### config.mk
export PLATFORM = sky130hd
export DESIGN_NAME = sb_capture_fifo
export DESIGN_NICKNAME = d
export VERILOG_FILES = /design/src/rtl/sb_capture_fifo.sv
export SDC_FILE = /design/constraint.sdc
export NUM_CORES = 1
export LEC_CHECK = 0
export CAP_MARGIN = 20
export CORE_ASPECT_RATIO = 0.75
export CORE_UTILIZATION = 60
export CTS_CLUSTER_SIZE = 14
export DETAILED_ROUTE_END_ITERATION = 10
export GPL_TIMING_DRIVEN = 0
export HOLD_SLACK_MARGIN = 0.12
export PLACE_DENSITY = 0.79
export SLEW_MARGIN = 15
export SYNTH_ARGS = -nofsm -noshare
export SYNTH_HDL_FRONTEND = slang
export SYNTH_SLANG_ARGS = --single-unit
export TNS_END_PERCENT = 1
### constraint.sdc
create_clock -name clk -period 7.7 [get_ports clk]
set_input_delay 0.77 -clock clk [delete_from_list [all_inputs] [get_ports clk]]
set_output_delay 0.77 -clock clk [all_outputs]
set_load 0.03 [all_outputs]
### src/rtl/sb_capture_fifo.sv
`default_nettype none
// ============================================================================
// Module  : sb_capture_fifo
// Brief   : Monitor-side capture FIFO that buffers DUT transactions for a
//           scoreboard, with drop counting and lost-entry marking.
//           Optional macro SB_CAPTURE_TS_EN adds per-entry capture timestamps.
// Revision: 1.0 - initial release
// ============================================================================
module sb_capture_fifo #(
    parameter int DATA_W       = 32,
    parameter int DEPTH        = 16,
    parameter int TS_W         = 16,
    parameter int STOP_ON_DROP = 0
) (
    input  logic                     clk,
    input  logic                     rst,
    input  logic                     enable,
    input  logic                     flush,
    input  logic                     mon_valid,
    input  logic [DATA_W-1:0]        mon_data,
    output logic                     drain_valid,
    input  logic                     drain_ready,
    output logic [DATA_W-1:0]        drain_data,
    output logic [TS_W-1:0]          drain_ts,
    output logic                     drain_lost,
    output logic [$clog2(DEPTH):0]   count,
    output logic [7:0]               drop_cnt,
    output logic                     halted
);

    localparam int AW = (DEPTH > 1) ? $clog2(DEPTH) : 1;
    localparam int CW = $clog2(DEPTH) + 1;
    localparam logic [CW-1:0] C_DEPTH = CW'(DEPTH);

    typedef enum logic [1:0] {
        ST_IDLE = 2'd0,
        ST_RUN  = 2'd1,
        ST_HALT = 2'd2
    } state_t;

    state_t            state_q, state_d;
    logic [AW-1:0]     wr_ptr_q, rd_ptr_q;
    logic [CW-1:0]     count_q, count_d;
    logic [7:0]        drop_q;
    logic              lost_q;

    logic [DATA_W-1:0] mem_data [DEPTH];
    logic              mem_lost [DEPTH];

    logic w_pop, w_full, w_run, w_push, w_drop;

    assign w_pop  = (count_q != '0) && drain_ready;
    assign w_full = (count_q == C_DEPTH);
    assign w_run  = (state_q == ST_RUN);
    // A pop frees a slot in the same cycle, so a full buffer still accepts.
    assign w_push = w_run && mon_valid && (!w_full || w_pop) && !flush;
    assign w_drop = w_run && mon_valid && w_full && !w_pop && !flush;

    assign count_d = count_q + CW'(w_push) - CW'(w_pop);

    always_comb begin
        state_d = state_q;
        case (state_q)
            ST_IDLE: if (enable) state_d = ST_RUN;
            ST_RUN: begin
                if (!enable)
                    state_d = ST_IDLE;
                else if ((STOP_ON_DROP != 0) && w_drop)
                    state_d = ST_HALT;
            end
            ST_HALT: begin
                if (!enable)
                    state_d = ST_IDLE;
                else if (flush)
                    state_d = ST_RUN;
            end
            default: state_d = ST_IDLE;
        endcase
    end

    always_ff @(posedge clk or posedge rst) begin
        if (rst) begin
            state_q  <= ST_IDLE;
            wr_ptr_q <= '0;
            rd_ptr_q <= '0;
            count_q  <= '0;
            drop_q   <= '0;
            lost_q   <= 1'b0;
        end else begin
            state_q <= state_d;
            if (flush) begin
                wr_ptr_q <= '0;
                rd_ptr_q <= '0;
                count_q  <= '0;
                drop_q   <= '0;
                lost_q   <= 1'b0;
            end else begin
                if (w_push) wr_ptr_q <= wr_ptr_q + AW'(1);
                if (w_pop)  rd_ptr_q <= rd_ptr_q + AW'(1);
                count_q <= count_d;
                if (w_drop && (drop_q != 8'hFF)) drop_q <= drop_q + 8'd1;
                if (w_drop)
                    lost_q <= 1'b1;
                else if (w_push)
                    lost_q <= 1'b0;
            end
        end
    end

    always_ff @(posedge clk) begin
        if (w_push) begin
            mem_data[wr_ptr_q] <= mon_data;
            mem_lost[wr_ptr_q] <= lost_q;
        end
    end

    // Head outputs are forced to zero when empty so reset/flush show clean values.
    assign drain_valid = (count_q != '0);
    assign drain_data  = drain_valid ? mem_data[rd_ptr_q] : '0;
    assign drain_lost  = drain_valid ? mem_lost[rd_ptr_q] : 1'b0;
    assign count       = count_q;
    assign drop_cnt    = drop_q;
    assign halted      = (state_q == ST_HALT);

`ifdef SB_CAPTURE_TS_EN
    logic [TS_W-1:0] ts_q;
    logic [TS_W-1:0] mem_ts [DEPTH];

    always_ff @(posedge clk or posedge rst) begin
        if (rst) ts_q <= '0;
        else     ts_q <= ts_q + TS_W'(1);
    end

    always_ff @(posedge clk) begin
        if (w_push) mem_ts[wr_ptr_q] <= ts_q;
    end

    assign drain_ts = drain_valid ? mem_ts[rd_ptr_q] : '0;
`else
    assign drain_ts = '0;
`endif

endmodule
`default_nettype wire

==> results.cfg, run 1 <==
[run_status]
status = complete, no violations

[cts]
numCtsBuffers = 49
cts_tree = built
path_clk_slew_ns = 0.06
h-tree-depth = 2
clockBufferDepth = 3
cts_hold_buf = 0
post_cts.resized_instances = 0
insertion_delay_ns = 0.58
cts.sinks = 551
cts_setup_buffers = 0
cts_root_buffer = clkbuf_16

[drt]
wl_per_cell_um = 28.4
drt-pass1-iter-count = 7
drtIter0Drc = 1084
dr_wl_met3_mm = 4.35
met2_length_mm = 22.5
antenna_left = 0
topRoutingLayerUsed = met4
dr_total_vias = 10700
drt-total-wl_mm = 47.3
wl_met1_mm = 19.3
vias_per_cell = 6.45
drc_errors = 0

[timing]
finalHoldViolCount = 0
setup_tns_ns = 0
relSlewSlack = 0.329
maxSlewViolCount = 0
skew_ns = 0.0193
fin_crit_sh = 0.621
layout_min_cycle_time_ns = 4.78
fin_hold_ws_ns = 0.294
tightest_slew_ns = 1.01
setup-violations-final = 0
max_freq_mhz = 209
grt_setup_unrepaired = false

[setup_path]
worst-r2r-cell-count = 9
criticalPathCategory = reg2out
worst-path-stages = 6
worstPathArrival_ns = 4.01
crit_slowest_cell = buf_1
cpPeakStageDelay_ns = 0.82
path_delay_family = buffers and inverters
crit_fanout = 10
cp.required_ns = 6.93
critPathCaptureType = output pin
start_kind = register
cp.buffers_inverters = 3
crit_chain = clkbuf_1 -> buf_1 -> mux4_2 -> mux2_2 -> a221o_1 -> clkdlybuf4s50_1

[power_and_ir_drop]
p_leak_nw = 8.10
pwr_density_cell_mw_per_mm2 = 297
irDropWorstVdd_v = 0.000301

[cells_and_area]
mostFrequentLayoutCell = edfxtp_1
diodes = 0
drive_gt1_frac = 0.264
nFillCells = 2043
layout.cells.non_filler = 1666
final_nets = 1225
final_cell_mix = edfxtp_1, mux4_2, clkdlybuf4s50_1
area_growth_pct = 16.2

[floorplanning]
fp.coreArea_mm2 = 0.0351
die-area_mm2 = 0.0368
io_pins = 102
start_util = 0.616
fp.dieW_um = 221
die_h_um = 166
placementRows = 59

[grt]
grt_pass1_wl_mm = 70.2
grt_pass1_vias = 11100
gr-total-overflow = 0
antenna_found_initial = 0
grt_util_all_layers = 0.264
grt_max_degree = 24

[placement]
port_buffers = 83
hpwl_mm = 29.2
dp.cells = 1580
gp_congestion = 0.775

[synth]
synth_async_sr_flop_share = 0.0417
synthFlopType = edfxtp_1
ys_ff_latch = 551
yosys_warnings = 0
synth_edf_count = 528
synthDistinctLibCells = 48
avgSynthCellArea_um2 = 21.7
synth_area_mm2 = 0.0216
ys_seq_area_frac = 0.760
synthCells = 995

[worst_hold_path]
hold_path_depth = 1
min_path_type = in2reg

[job]
max_cap_violations = 0
where the power goes:
part	switching (W)	internal (W)	total (W)
Clock	0.00104	0.00134	0.00238
Combinational	0.000950	0.000804	0.00175
Sequential	0.0000292	0.00331	0.00334
Total	0.00201	0.00546	0.00747
cell families after synthesis:
kind of cell               share of synthesized area
adders and majority gates                    0.00787
and+or+nand+nor                               0.0295
muxes                                          0.156
buffers and inverters                         0.0215
DFF                                            0.760
other                                       0.000174
AOI/OAI and AO/OA                             0.0217
xor gates and xnor gates                     0.00324
per-layer routing:
| layer | vias to the layer above | global-route usage |
|---|---|---|
| li1 | 4488 | - |
| met4 | 0 | 0.0803 |
| met3 | 83 | 0.0479 |
| met1 | 5547 | 0.385 |
| met5 | - | 0 |
| met2 | 621 | 0.416 |
per-stage QoR:
stage	cell area, µm²	total power [W]	setup slack [ns]	utilization
finish	25100	0.00747	2.92	0.716
global route	25100	0.00770	2.86	0.716
CTS	25100	0.00751	2.93	0.716
detailed placement	23600	0.00515	3.59	0.673
global placement	23100	0.00513	0.0651	0.658
floorplan	21700	0.00457	3.38	-
area by class of cell:
type | count | area (µm²) | share of cell area
multi-input cells | 373 | 4890 | 0.195
flip-flops and latches | 551 | 16400 | 0.654
well taps | 457 | 572 | 0.0228
clock buffers | 65 | 1330 | 0.0529
clock inverters | 21 | 193 | 0.00767
inverters | 15 | 56.3 | 0.00224
repair buffers | 112 | 1240 | 0.0495
plain buffers | 72 | 409 | 0.0163
flip-flops by register name (all words and copies together) (netlist names):
register  flops
mem_data    512
mem_lost     16
drop_cnt      8
count         5
rd_ptr_q      4
wr_ptr_q      4
lost_q        1
state_q       1
cell usage after synthesis (2+ instances only):
cell type	count	area share
xor2_1	4	0.0016
or2_2	2	0.00058
buf_6	2	0.0010
o21ai_0	2	0.00046
nand4_1	3	0.00087
nor2_1	25	0.0043
edfxtp_1	528	0.73
a211oi_1	4	0.0014
buf_2	21	0.0049
dfrtp_1	23	0.027
a21oi_1	10	0.0023
buf_8	3	0.0021
or3_1	2	0.00058
nand3_1	8	0.0019
ha_1	12	0.0069
and3b_1	2	0.00081
clkbuf_1	20	0.0035
nor2b_1	6	0.0017
inv_1	15	0.0026
buf_1	9	0.0016
o41ai_1	2	0.00081
xnor2_1	4	0.0016
a221o_1	33	0.015
and3_1	34	0.0098
nand2_1	12	0.0021
nand2b_1	2	0.00058
mux4_2	132	0.14
nor3_1	6	0.0014
mux2_2	34	0.018
buf_4	17	0.0059
worst paths after layout:
check / from / endpoint / slack (ns)
min in group asynchronous: rst / wr_ptr_q[3] / 0.69
max in group asynchronous: rst / count[4] / 6.44
min: enable / state_q[0] / 0.29
max reg2reg: count[2] / mem_data[1][14] / 4.27
max: rd_ptr_q[2] / drain_data[9] / 2.92
min reg2reg: rd_ptr_q[3] / rd_ptr_q[3] / 0.58
Note: power is estimated with default switching activity, not from simulation.
==> inputs of run 2 (changes only) <==
--- a/config.mk
+++ b/config.mk
@@ -7,12 +7,12 @@
 export LEC_CHECK = 0
 export CAP_MARGIN = 20
 export CORE_ASPECT_RATIO = 0.75
-export CORE_UTILIZATION = 60
+export CORE_UTILIZATION = 54
 export CTS_CLUSTER_SIZE = 14
 export DETAILED_ROUTE_END_ITERATION = 10
 export GPL_TIMING_DRIVEN = 0
 export HOLD_SLACK_MARGIN = 0.12
-export PLACE_DENSITY = 0.79
+export PLACE_DENSITY = 0.75
 export SLEW_MARGIN = 15
 export SYNTH_ARGS = -nofsm -noshare
 export SYNTH_HDL_FRONTEND = slang
==> constraint.sdc (replaced) <==
create_clock -name clk -period 4 [get_ports clk]
set_input_delay 0.4 -clock clk [delete_from_list [all_inputs] [get_ports clk]]
set_output_delay 0.4 -clock clk [all_outputs]
set_load 0.03 [all_outputs]
==> results.cfg, run 2 (synthesized netlist as in run 1, its figures left out) <==
[run_status]
status = complete, no violations

[floorplanning]
placementRows = 63
die_h_um = 175
fp.dieW_um = 233
io_pins = 102
start_util = 0.547
fp.coreArea_mm2 = 0.0395
die-area_mm2 = 0.0408

[power_and_ir_drop]
p_switching_w = 0.00388
clock_power_share = 0.316
p_leak_nw = 8.40
swShare = 0.270
internal_power_w = 0.0105
p_seq_frac = 0.448
pwr_density_cell_mw_per_mm2 = 562
irDropWorstVdd_v = 0.000641
power.total_w = 0.0144
combPwrFrac = 0.236

[timing]
grt_setup_unrepaired = true
setup-violations-final = 0
max_freq_mhz = 256
fin_crit_sh = 0.975
relSlewSlack = 0.376
tightest_slew_ns = 0.935
layout_min_cycle_time_ns = 3.90
setup_tns_ns = 0
finalHoldViolCount = 0
skew_ns = 0.00949
maxSlewViolCount = 0

[worst_hold_path]
min_path_type = in2async

[setup_path]
cpPeakStageDelay_ns = 0.60
critPathCaptureType = output pin
criticalPathCategory = reg2out
path_delay_family = buffers and inverters
start_kind = register
worst-r2r-cell-count = 8
crit_slowest_cell = clkdlybuf4s50_1
startpoint = count[2]
cp.buffers_inverters = 5
r2r_slack_ns = 0.67
rr_startpoint = count[2]
cp.required_ns = 3.60
crit_chain = inv_1 -> ha_1 -> or4b_4 -> buf_6 -> nor2b_1 -> clkbuf_1 -> clkbuf_4 -> a221o_1 -> clkdlybuf4s50_1
endpoint = drain_data[11]
worstPathArrival_ns = 3.50
worst-path-stages = 9
r2r_end = mem_data[0][10]
crit_fanout = 10

[drt]
vias_per_cell = 6.13
drt-pass1-iter-count = 7
antenna_left = 0
wl_per_cell_um = 26.9
dr_total_vias = 10600
drt-total-wl_mm = 46.7
drtIter0Drc = 1171
drc_errors = 0

[cts]
insertion_delay_ns = 0.57
cts_root_buffer = clkbuf_16
cts_tree = built
cts.sinks = 551
clockBufferDepth = 3
cts_setup_buffers = 0
h-tree-depth = 2
numCtsBuffers = 52
path_clk_slew_ns = 0.06

[grt]
gr-total-overflow = 0
grt_util_all_layers = 0.237
grt_pass1_wl_mm = 69.3
grt_max_degree = 24
antenna_found_initial = 1
grt_pass1_vias = 10900

[cells_and_area]
multi_input_area_mm2 = 0.00489
diodes = 0
final_cell_mix = edfxtp_1, mux4_2, clkdlybuf4s50_1
final_nets = 1234
mostFrequentLayoutCell = edfxtp_1
area_growth_pct = 18.4
largest_register = mem_data
nFillCells = 2573
layout.area.seq_mm2 = 0.0164
largest_register_ffs = 512
drive_gt1_frac = 0.284

[placement]
port_buffers = 83
hpwl_mm = 30.5
gp_congestion = 0.756

[job]
max_cap_violations = 0
## run 2: cell count changes in the layout (fill, tap and decap cells not counted), sizes merged
| cell | previous run | this run |
|---|---|---|
| dlymetal6s2s | 0 | 12 |
| clkdlybuf4s15 | 0 | 1 |
| clkinvlp | 0 | 1 |
| dlygate4sd3 | 0 | 1 |
| clkinv | 16 | 20 |
| buf | 81 | 77 |
| bufinv | 4 | 2 |
| clkdlybuf4s18 | 0 | 1 |
| clkdlybuf4s50 | 83 | 71 |
| clkbuf | 85 | 92 |
## run 2: how the worst min path moves through the flow
stage	from	endpoint	slack (ns)	cells past startpoint
after floorplan	rst	count[0]	0.40	1
after global placement	enable	state_q[0]	0.51	1
after detailed placement	enable	state_q[0]	0.51	1
after CTS	rst	wr_ptr_q[2]	0.38	2
after global routing	rst	wr_ptr_q[2]	0.43	2
final	rst	wr_ptr_q[3]	0.35	2
## run 2: cell type report
class                      count  share of cell area
buffer                        72              0.0184
clock buffer                  65              0.0536
clock inverter                24             0.00641
inverter                      15             0.00220
multi-input combinational    373               0.191
sequential                   551               0.642
tap                          520              0.0254
timing repair buffer         118              0.0605
## run 2: per-stage QoR
stage           util  instances  setup slack [ns]  instance area [µm²]  hold WS (ns)
3_5_place_dp   0.606       1648             0.315                23900         0.507
2_1_floorplan      -       1011            -0.322                21700         0.402
3_3_place_gp   0.586       1614             -3.14                23200         0.506
4_1_cts        0.647       1738           0.00152                25500         0.378
5_1_grt        0.648       1738           -0.0106                25600         0.425
6_report       0.648       1738             0.101                25600         0.349
## run 2: timing repair
item                       in CTS  in global routing
hold buffers                    1                  0
hold endpoints to repair        1                  0
resized for setup              25                 23
setup endpoints to repair      33                 26
## run 2: worst register-to-register path, delay by kind of cell (launching register included)
family / cells / cell delay, ns
AOI/OAI and AO/OA: 1 / 0.55
adders and majority gates: 1 / 0.22
buffers and inverters: 3 / 0.56
DFF: 1 / 0.39
and+or+nand+nor: 3 / 1.32
## run 2: per-layer routing
layer  share of wire  GRT usage
met1            0.43      0.354
met2            0.47      0.365
met3           0.075     0.0409
met4           0.022     0.0662
met5               0          0
## run 2: power by group through the flow
stage               Clock, W  Sequential [W]  Combinational [W]
floorplan                  0         0.00659            0.00220
global placement           0         0.00656            0.00334
detailed placement         0         0.00656            0.00340
CTS                  0.00461         0.00643            0.00345
global route         0.00482         0.00644            0.00361
finish               0.00454         0.00644            0.00340
==> inputs of run 3 (changes only) <==
--- a/config.mk
+++ b/config.mk
@@ -6,7 +6,8 @@
 export NUM_CORES = 1
 export LEC_CHECK = 0
 export CAP_MARGIN = 20
-export CORE_ASPECT_RATIO = 0.75
+export CORE_ASPECT_RATIO = 0.5
+export CORE_MARGIN = 2
 export CORE_UTILIZATION = 54
 export CTS_CLUSTER_SIZE = 14
 export DETAILED_ROUTE_END_ITERATION = 10
==> results.cfg, run 3 (synthesized netlist as in run 1, its figures left out) <==
[grt]
antenna_found_initial = 0
grt_max_degree = 24
grt_util_all_layers = 0.231
gr-total-overflow = 0
grt_pass1_wl_mm = 70.4
grt_pass1_vias = 11200

[cells_and_area]
layout.area.seq_mm2 = 0.0164
largest_register = mem_data
multi_input_area_mm2 = 0.00489
mostFrequentLayoutCell = edfxtp_1
diodes = 0
final_nets = 1227
largest_register_ffs = 512
final_cell_mix = edfxtp_1, mux4_2, clkdlybuf4s50_1
nFillCells = 2515
drive_gt1_frac = 0.279
area_growth_pct = 17.3

[setup_path]
crit_chain = inv_1 -> ha_1 -> or4b_4 -> buf_6 -> and2_4 -> clkbuf_1 -> and3_1 -> a221o_1 -> clkdlybuf4s50_1
critPathCaptureType = output pin
cpPeakStageDelay_ns = 0.61
worstPathArrival_ns = 3.58
startpoint = count[2]
cp.required_ns = 3.60
crit_fanout = 10
criticalPathCategory = reg2out
rr_startpoint = count[2]
cp.buffers_inverters = 4
start_kind = register
crit_slowest_cell = clkdlybuf4s50_1
path_delay_family = buffers and inverters

[floorplanning]
placementRows = 51
fp.dieW_um = 287
io_pins = 102
die-area_mm2 = 0.0417
die_h_um = 145
fp.coreArea_mm2 = 0.0392
start_util = 0.552

[cts]
h-tree-depth = 2
cts_setup_buffers = 0
path_clk_slew_ns = 0.06
cts.sinks = 551
clockBufferDepth = 3
numCtsBuffers = 48
insertion_delay_ns = 0.57
cts_root_buffer = clkbuf_16
cts_tree = built

[placement]
hpwl_mm = 30.0
dp_slack_ns = 0.0248
gp_congestion = 0.774
port_buffers = 83

[drt]
drc_errors = 0
vias_per_cell = 6.19
drt-total-wl_mm = 47.5
drt-pass1-iter-count = 6
dr_total_vias = 10700
wl_per_cell_um = 27.3
drtIter0Drc = 1471
antenna_left = 0

[timing]
setup_tns_ns = 0
relSlewSlack = 0.390
fin_crit_sh = 0.996
tightest_slew_ns = 0.910
layout_min_cycle_time_ns = 3.98
grt_setup_unrepaired = true
worst_slack_ns = 0.0154
setup-violations-final = 0
skew_ns = 0.0104
maxSlewViolCount = 0
max_freq_mhz = 251
finalHoldViolCount = 0

[worst_hold_path]
min_path_type = in2async

[power_and_ir_drop]
irDropWorstVdd_v = 0.000331
pwr_density_cell_mw_per_mm2 = 561
p_leak_nw = 8.36

[run_status]
status = complete, no violations

[job]
max_cap_violations = 0
run 3: worst register-to-register path, delay by kind of cell, from the launching register on:
kind	cells	cell delay, ns
simple gates	3	1.35
buf+inv	5	0.85
compound gates	1	0.51
flops	1	0.39
fa+ha+maj	1	0.23
run 3: cell type report:
type / instances / share of cell area
Buffer: 72 / 0.0177
Clock buffer: 67 / 0.0523
Clock inverter: 14 / 0.00484
Inverter: 15 / 0.00222
Multi-Input combinational cell: 373 / 0.193
Sequential cell: 551 / 0.648
Tap cell: 530 / 0.0262
Timing Repair Buffer: 115 / 0.0554
run 3: routing by layer:
layer,global-route usage,vias to the layer above,share of wire
met5,0,-,0
met4,0.0659,0,0.026
met3,0.0439,85,0.076
met2,0.381,511,0.50
met1,0.320,5655,0.40
li1,-,4493,-
run 3: stage by stage:
stage	instance area, µm²	hold slack (ns)	utilization	instances	total power [W]
floorplan	21700	0.402	-	1011	0.00879
global placement	23200	0.499	0.591	1624	0.00988
detailed placement	23800	0.502	0.608	1655	0.00995
CTS	25300	0.371	0.646	1737	0.0143
global route	25300	0.432	0.647	1737	0.0147
finish	25300	0.364	0.647	1737	0.0142
run 3: worst paths after layout:
path	slack (ns)	depth (start not counted)	end
setup / recovery	0.02	9	drain_data[27]
min in group clk	0.46	3	lost_q
hold reg to reg	0.58	2	lost_q
max in group asynchronous	3.07	2	drop_cnt[2]
hold / removal	0.36	2	wr_ptr_q[3]
setup reg to reg	0.39	10	mem_data[0][15]
run 3: repair_timing:
action,in CTS,in global routing
hold buffers,1,0
hold endpoints to repair,1,0
resized for setup,30,18
endpoints found under the setup margin,33,26
run 3: report_power, final:
part           switching, W  total [W]  leakage [nW]  internal [W]
clock network       0.00196    0.00439         0.704       0.00243
logic               0.00184    0.00338          2.60       0.00154
registers         0.0000596    0.00644          5.05       0.00638
total               0.00386     0.0142          8.36        0.0103
